### src/rtl/mac_acc_stream_if.sv
// Operand and result handshake bundle for mac_acc_stream.
// The producer/consumer side uses master; the MAC itself uses slave.
interface mac_acc_stream_if #(
  parameter int DATA_W = 8,
  parameter int ACC_W  = 25
);
  logic                     in_valid;
  logic                     in_ready;
  logic signed [DATA_W-1:0] In1;
  logic signed [DATA_W-1:0] In2;
  logic                     out_valid;
  logic                     out_ready;
  logic signed [ACC_W-1:0]  Out;
  logic                     out_ovf;

  modport master (
    output in_valid, In1, In2, out_ready,
    input  in_ready, out_valid, Out, out_ovf
  );

  modport slave (
    input  in_valid, In1, In2, out_ready,
    output in_ready, out_valid, Out, out_ovf
  );
endinterface

### src/rtl/mac_acc_stream.sv
// Streaming signed multiply-accumulate over windows of TAPS*CH_GRP*(cfg_ci+1)
// operand pairs; two-stage pipeline with optional saturation and overflow flag.
module mac_acc_stream #(
  parameter int DATA_W = 8,
  parameter int ACC_W  = 25,
  parameter int TAPS   = 16,
  parameter int CH_GRP = 8,
  parameter int CFG_W  = 2
) (
  input  logic             clk,
  input  logic             rst,
  input  logic             start_conv,
  input  logic             end_conv,
  input  logic [CFG_W-1:0] cfg_ci,
  input  logic             cfg_sat,
  mac_acc_stream_if.slave  bus
);
  localparam int P_W   = 2 * DATA_W;
  localparam int N_MAX = TAPS * CH_GRP * (2 ** CFG_W);
  localparam int CNT_W = (N_MAX > 1) ? $clog2(N_MAX) : 1;
  localparam logic signed [ACC_W-1:0] ACC_MAX = {1'b0, {(ACC_W-1){1'b1}}};
  localparam logic signed [ACC_W-1:0] ACC_MIN = {1'b1, {(ACC_W-1){1'b0}}};

  typedef enum logic {S_IDLE, S_RUN} state_e;

  state_e                  state_q, state_d;
  logic [CNT_W-1:0]        cnt_q, cnt_d;
  logic [CNT_W-1:0]        lim_q, lim_d;
  logic                    sat_q, sat_d;
  logic signed [P_W-1:0]   p_q, p_d;
  logic                    p_valid_q, p_valid_d;
  logic                    p_first_q, p_first_d;
  logic                    p_last_q, p_last_d;
  logic signed [ACC_W-1:0] acc_q, acc_d;
  logic                    sticky_q, sticky_d;
  logic                    out_valid_q, out_valid_d;
  logic signed [ACC_W-1:0] out_q, out_d;
  logic                    out_ovf_q, out_ovf_d;

  logic                    stall, in_ready, accept;
  logic signed [P_W-1:0]   a_ext, b_ext;
  logic signed [ACC_W:0]   sum;
  logic                    ovf, sticky_nxt;
  logic signed [ACC_W-1:0] res;

  assign bus.in_ready  = in_ready;
  assign bus.out_valid = out_valid_q;
  assign bus.Out       = out_q;
  assign bus.out_ovf   = out_ovf_q;

  always_comb begin
    state_d     = state_q;
    cnt_d       = cnt_q;
    lim_d       = lim_q;
    sat_d       = sat_q;
    p_d         = p_q;
    p_valid_d   = p_valid_q;
    p_first_d   = p_first_q;
    p_last_d    = p_last_q;
    acc_d       = acc_q;
    sticky_d    = sticky_q;
    out_valid_d = out_valid_q;
    out_d       = out_q;
    out_ovf_d   = out_ovf_q;
    a_ext       = {{DATA_W{bus.In1[DATA_W-1]}}, bus.In1};
    b_ext       = {{DATA_W{bus.In2[DATA_W-1]}}, bus.In2};

    // The window-closing product cannot leave stage 1 while the previous result is unread.
    stall    = p_valid_q && p_last_q && out_valid_q && !bus.out_ready;
    in_ready = (state_q == S_RUN) && !end_conv && !stall;
    accept   = bus.in_valid && in_ready;

    if (state_q == S_IDLE) begin
      state_d = S_RUN;
      lim_d   = CNT_W'(TAPS * CH_GRP * (int'(cfg_ci) + 1) - 1);
      sat_d   = cfg_sat;
    end

    if (accept) begin
      p_d       = a_ext * b_ext;
      p_valid_d = 1'b1;
      p_first_d = (cnt_q == '0);
      p_last_d  = (cnt_q == lim_q);
      cnt_d     = (cnt_q == lim_q) ? '0 : cnt_q + CNT_W'(1);
    end else if (!stall) begin
      p_valid_d = 1'b0;
    end

    sum        = (p_first_q ? '0 : {acc_q[ACC_W-1], acc_q})
               + {{(ACC_W+1-P_W){p_q[P_W-1]}}, p_q};
    ovf        = sum[ACC_W] ^ sum[ACC_W-1];
    res        = (ovf && sat_q) ? (sum[ACC_W] ? ACC_MIN : ACC_MAX) : sum[ACC_W-1:0];
    sticky_nxt = (p_first_q ? 1'b0 : sticky_q) | ovf;

    if (out_valid_q && bus.out_ready) out_valid_d = 1'b0;

    if (p_valid_q && !stall) begin
      acc_d    = res;
      sticky_d = sticky_nxt;
      if (p_last_q) begin
        out_d       = res;
        out_ovf_d   = sticky_nxt;
        out_valid_d = 1'b1;
      end
    end
  end

  always_ff @(posedge clk) begin
    if (rst || !start_conv) begin
      state_q     <= S_IDLE;
      cnt_q       <= '0;
      lim_q       <= '0;
      sat_q       <= 1'b0;
      p_q         <= '0;
      p_valid_q   <= 1'b0;
      p_first_q   <= 1'b0;
      p_last_q    <= 1'b0;
      acc_q       <= '0;
      sticky_q    <= 1'b0;
      out_valid_q <= 1'b0;
      out_q       <= '0;
      out_ovf_q   <= 1'b0;
    end else begin
      state_q     <= state_d;
      cnt_q       <= cnt_d;
      lim_q       <= lim_d;
      sat_q       <= sat_d;
      p_q         <= p_d;
      p_valid_q   <= p_valid_d;
      p_first_q   <= p_first_d;
      p_last_q    <= p_last_d;
      acc_q       <= acc_d;
      sticky_q    <= sticky_d;
      out_valid_q <= out_valid_d;
      out_q       <= out_d;
      out_ovf_q   <= out_ovf_d;
    end
  end
endmodule

### src/flat_wrapper.sv
// flat-port wrapper written by rule: the top's interface ports become plain ports
module mac_acc_stream_flat 
#(
  parameter int DATA_W = 8,
  parameter int ACC_W  = 25,
  parameter int TAPS   = 16,
  parameter int CH_GRP = 8,
  parameter int CFG_W  = 2
)
  (clk, rst, start_conv, end_conv, cfg_ci, cfg_sat, bus_in_valid, bus_In1, bus_In2, bus_out_ready, bus_in_ready, bus_out_valid, bus_Out, bus_out_ovf);
  mac_acc_stream_if #(.DATA_W(DATA_W), .ACC_W(ACC_W)) bus_i ();
  input  logic clk;
  input  logic rst;
  input  logic start_conv;
  input  logic end_conv;
  input  logic [CFG_W-1:0] cfg_ci;
  input  logic cfg_sat;
  input wire logic [$bits(bus_i.in_valid)-1:0] bus_in_valid;
  input wire logic [$bits(bus_i.In1)-1:0] bus_In1;
  input wire logic [$bits(bus_i.In2)-1:0] bus_In2;
  input wire logic [$bits(bus_i.out_ready)-1:0] bus_out_ready;
  output wire logic [$bits(bus_i.in_ready)-1:0] bus_in_ready;
  output wire logic [$bits(bus_i.out_valid)-1:0] bus_out_valid;
  output wire logic [$bits(bus_i.Out)-1:0] bus_Out;
  output wire logic [$bits(bus_i.out_ovf)-1:0] bus_out_ovf;
  assign bus_i.in_valid = bus_in_valid;
  assign bus_i.In1 = bus_In1;
  assign bus_i.In2 = bus_In2;
  assign bus_i.out_ready = bus_out_ready;
  assign bus_in_ready = bus_i.in_ready;
  assign bus_out_valid = bus_i.out_valid;
  assign bus_Out = bus_i.Out;
  assign bus_out_ovf = bus_i.out_ovf;
  mac_acc_stream #(.DATA_W(DATA_W), .ACC_W(ACC_W), .TAPS(TAPS), .CH_GRP(CH_GRP), .CFG_W(CFG_W)) u_core (.clk(clk), .rst(rst), .start_conv(start_conv), .end_conv(end_conv), .cfg_ci(cfg_ci), .cfg_sat(cfg_sat), .bus(bus_i));
endmodule
### config.mk
export PLATFORM = sky130hd
export DESIGN_NAME = mac_acc_stream_flat
export DESIGN_NICKNAME = d
export VERILOG_FILES = /design/src/rtl/mac_acc_stream_if.sv /design/src/rtl/mac_acc_stream.sv /design/src/flat_wrapper.sv
export SDC_FILE = /design/constraint.sdc
export NUM_CORES = 1
export LEC_CHECK = 0
export CAP_MARGIN = 20
export CORE_UTILIZATION = 33
export CTS_CLUSTER_DIAMETER = 50
export DETAILED_ROUTE_END_ITERATION = 16
export GPL_TIMING_DRIVEN = 0
export SLEW_MARGIN = 20
export SYNTH_ARGS = -nofsm -noshare
export SYNTH_HDL_FRONTEND = slang
export SYNTH_SLANG_ARGS = --single-unit
### constraint.sdc
create_clock -name clk -period 5.94 [get_ports clk]
set_input_delay 1.188 -clock clk [delete_from_list [all_inputs] [get_ports clk]]
set_output_delay 1.188 -clock clk [all_outputs]
set_load 0.02 [all_outputs]
==> run summary, run 1 <==
post-CTS setup buffers - 0
Slew Limit Fails - 0
relative slew slack - 0.5327
die area - 23140 um^2
Min-Delay Path Class - register to register
top_reg_cell synth - dfxtp_1
Synth Cell Area - 7437 um^2
power density cells - 239.7 nW/um^2
final instance area - 8608 um^2
share of layout cells above drive strength 1 - 0.04316
commonest non-fill, non-tap cells in the layout - inv_1 (95), dfxtp_1 (86), nand2_1 (68)
Critical Path, Cell by Cell - clkdlybuf4s50_1, and2_1, fa_1, inv_1, fa_1, inv_1, fa_1, inv_1, fa_1, inv_1, ha_1, a2111oi_1, nor3_1, a41oi_1, a21oi_1, xnor2_1, a21oi_1
Max Buffers Root-to-Sink - 2
Area contributors post-synth - dfxtp_1 (23%), fa_1 (15%), ha_1 (9.4%)
CTS Buf Count - 9
Die Ht - 152.1 um
met1 Use GR - 0.2230
max frequency - 176.3 MHz
DP Wirelength - 15.15 mm
period utilization - 0.9548
TritonRoute pass-1 iters - 11
Synth Register Bits - 86
Core Area - 21960 um^2
crit end category - register
Synth Warn # - 0
vias in the first global route - 6178
most common cell after layout, fill and taps aside - inv_1
Ant. Diodes - 0
IO buf count - 52
largest net degree at the start of global routing - 15
met3 Usage GRT - 0.02025
WP data required - 6.15 ns
vias per cell - 5.083
grt ovf - 0
synthesized net count - 1020
starting density of the core - 0.3387
# IOs - 53
Leakage - 3.571 nW
first-pass GRT wire length - 31.13 mm
area delta synth->final - 15.75%
TritonCTS clock tree - done
Worst setup SP type - primary input
clock skew - 0.006402 ns
grt peak-use layer - met2
synthesized area per cell - 8.423 um^2
CTS sink cnt - 86
Via Count - 6252
initial antenna violation count - 0
Die Wd - 152.1 um
MaxCap Viol Count - 0
Hold Vio Cnt, Final - 0
Clock transition at path regs - 0.06 ns
DRC viols - 6
EDFF count, synth - 0
GRT Util Overall - 0.1654
Worst Tran Pin Value - 0.6957 ns
wire per inst - 15.34 um
CP max FO - 8
Power Total - 2.063 mW
placed cell areas - 8308 um^2
ANT nets after route - 0
row count - 54
Largest stage delay, worst path - 0.57 ns
Mapped Cells - 883
IR Drop Worst-Case VDD - 0.2004 mV
gp weighted congestion - 0.8483
First DRT Iteration DRCs - 364
met2 global-route usage - 0.2802
Synth top area share - 0.2315
Fill cells - 2206
Setup Crit Path Kind - primary input to register
slowest CP cell - clkdlybuf4s50_1
status - finished, violations left
final wirelength - 18.86 mm
async set-or-reset flop fraction in the synthesized netlist - 0
Layout Nets - 1083
hold_buf cts - 0
worst skew pair latency - 0.34 ns
synth unique cells - 64
failing checks - design-rule violations
Tmin final - 5.671 ns
clk root buf - clkbuf_16
CP arrival - 5.88 ns
register area share after synthesis - 0.2315
H-tree depth - 3
Final setup viols - 0
post-synth top area cell - dfxtp_1
setup repair after global routing missed its margin - false
==> sequential cells by signal, summed over array words and instances, names as in the netlist, 3 cells and up <==
name / cells
u_core.bus.Out: 25
u_core.acc_q: 25
u_core.p_q: 16
u_core.lim_q: 3
u_core.cnt_q: 9
==> stage by stage <==
step	hold WS (ns)	setup WS (ns)	TNS, ns	util	instances
floorplan	0.4362	0.8862	0	-	883
global placement	0.4568	-0.1023	-0.1384	0.3783	1215
detailed placement	0.4624	-0.1351	-0.2472	0.3783	1215
CTS	0.4715	0.2171	0	0.3920	1230
global route	0.4928	0.02037	0	0.3920	1230
finish	0.4676	0.2685	0	0.3920	1230
==> power breakdown <==
group          internal [mW]  leakage (nW)  switching, mW
combinational          0.405          2.73          0.501
clock                  0.336         0.145          0.234
sequential             0.583         0.694        0.00490
total                   1.32          3.57          0.739
==> timing repair <==
| item | CTS | global route |
|---|---|---|
| resized for setup | 0 | 2 |
| hold endpoints to repair | 0 | 0 |
| endpoints found under the setup margin | 0 | 3 |
==> worst paths after layout <==
path / end / slack, ns / from / cells past startpoint
setup / recovery: u_core.p_q[15] / 0.27 / bus_In1[3] / 17
hold / removal: u_core.p_q[4] / 0.47 / u_core.p_q[4] / 2
setup reg to reg: u_core.acc_q[15] / 1.66 / u_core.p_first_q / 14
hold reg to reg: u_core.p_q[4] / 0.47 / u_core.p_q[4] / 2
==> layer usage <==
| metal | routed length (um) | up-vias |
|---|---|---|
| li1 | - | 3137 |
| met1 | 9116 | 2980 |
| met2 | 8863 | 115 |
| met3 | 603 | 20 |
| met4 | 280 | 0 |
| met5 | 0 | - |
==> cells in the mapped netlist, drive strengths merged, types with 14 or more instances <==
master	count
a211oi	14
a21oi	56
a31oi	22
and2	46
clkbuf	35
dfxtp	86
fa	56
ha	56
inv	95
nand2	68
nand3	21
nand4	16
nor2	57
nor2b	30
o21ai	57
xnor2	26
xor2	22
==> critical path: cells and delay by family <==
| kind | cells | cell delay [ns] |
|---|---|---|
| and+or+nand+nor | 2 | 0.40 |
| AOI/OAI and AO/OA | 4 | 0.85 |
| xor gates and xnor gates | 1 | 0.24 |
| buffers and inverters | 5 | 0.78 |
| adders and majority gates | 5 | 2.41 |
==> kinds of logic (layout without fill, tap and decap cells) <==
group | count (synthesis) | after routing | synth area share
adder cells (fa/ha/maj) | 112 | 112 | 0.2450
AO/OA/AOI/OAI | 209 | 209 | 0.1879
multiplexers | 3 | 3 | 0.004038
flip-flops | 86 | 86 | 0.2315
buffers and inverters | 140 | 207 | 0.07520
AND/OR/NAND/NOR | 285 | 285 | 0.1999
XOR/XNOR | 48 | 48 | 0.05653
==> layout make-up <==
class	instances	area, um^2	share of cell area
tap	280	350.3	0.04070
buffer	45	202.7	0.02355
timing repair buffer	52	520.5	0.06047
inverter	95	356.6	0.04142
multi-input combinational	657	5157	0.5991
clock inverter	5	60.06	0.006977
sequential	86	1722	0.2000
clock buffer	10	239.0	0.02776
(Power assumes the default switching activity.)
==> inputs of run 2 (changes only) <==
--- a/config.mk
+++ b/config.mk
@@ -7,7 +7,7 @@
 export LEC_CHECK = 0
 export CAP_MARGIN = 20
 export CORE_UTILIZATION = 33
-export CTS_CLUSTER_DIAMETER = 50
+export CTS_CLUSTER_DIAMETER = 80
 export DETAILED_ROUTE_END_ITERATION = 16
 export GPL_TIMING_DRIVEN = 0
 export SLEW_MARGIN = 20
==> results of run 2 <==
Same layout as run 1: the final DEF is identical, and so are final timing and power.
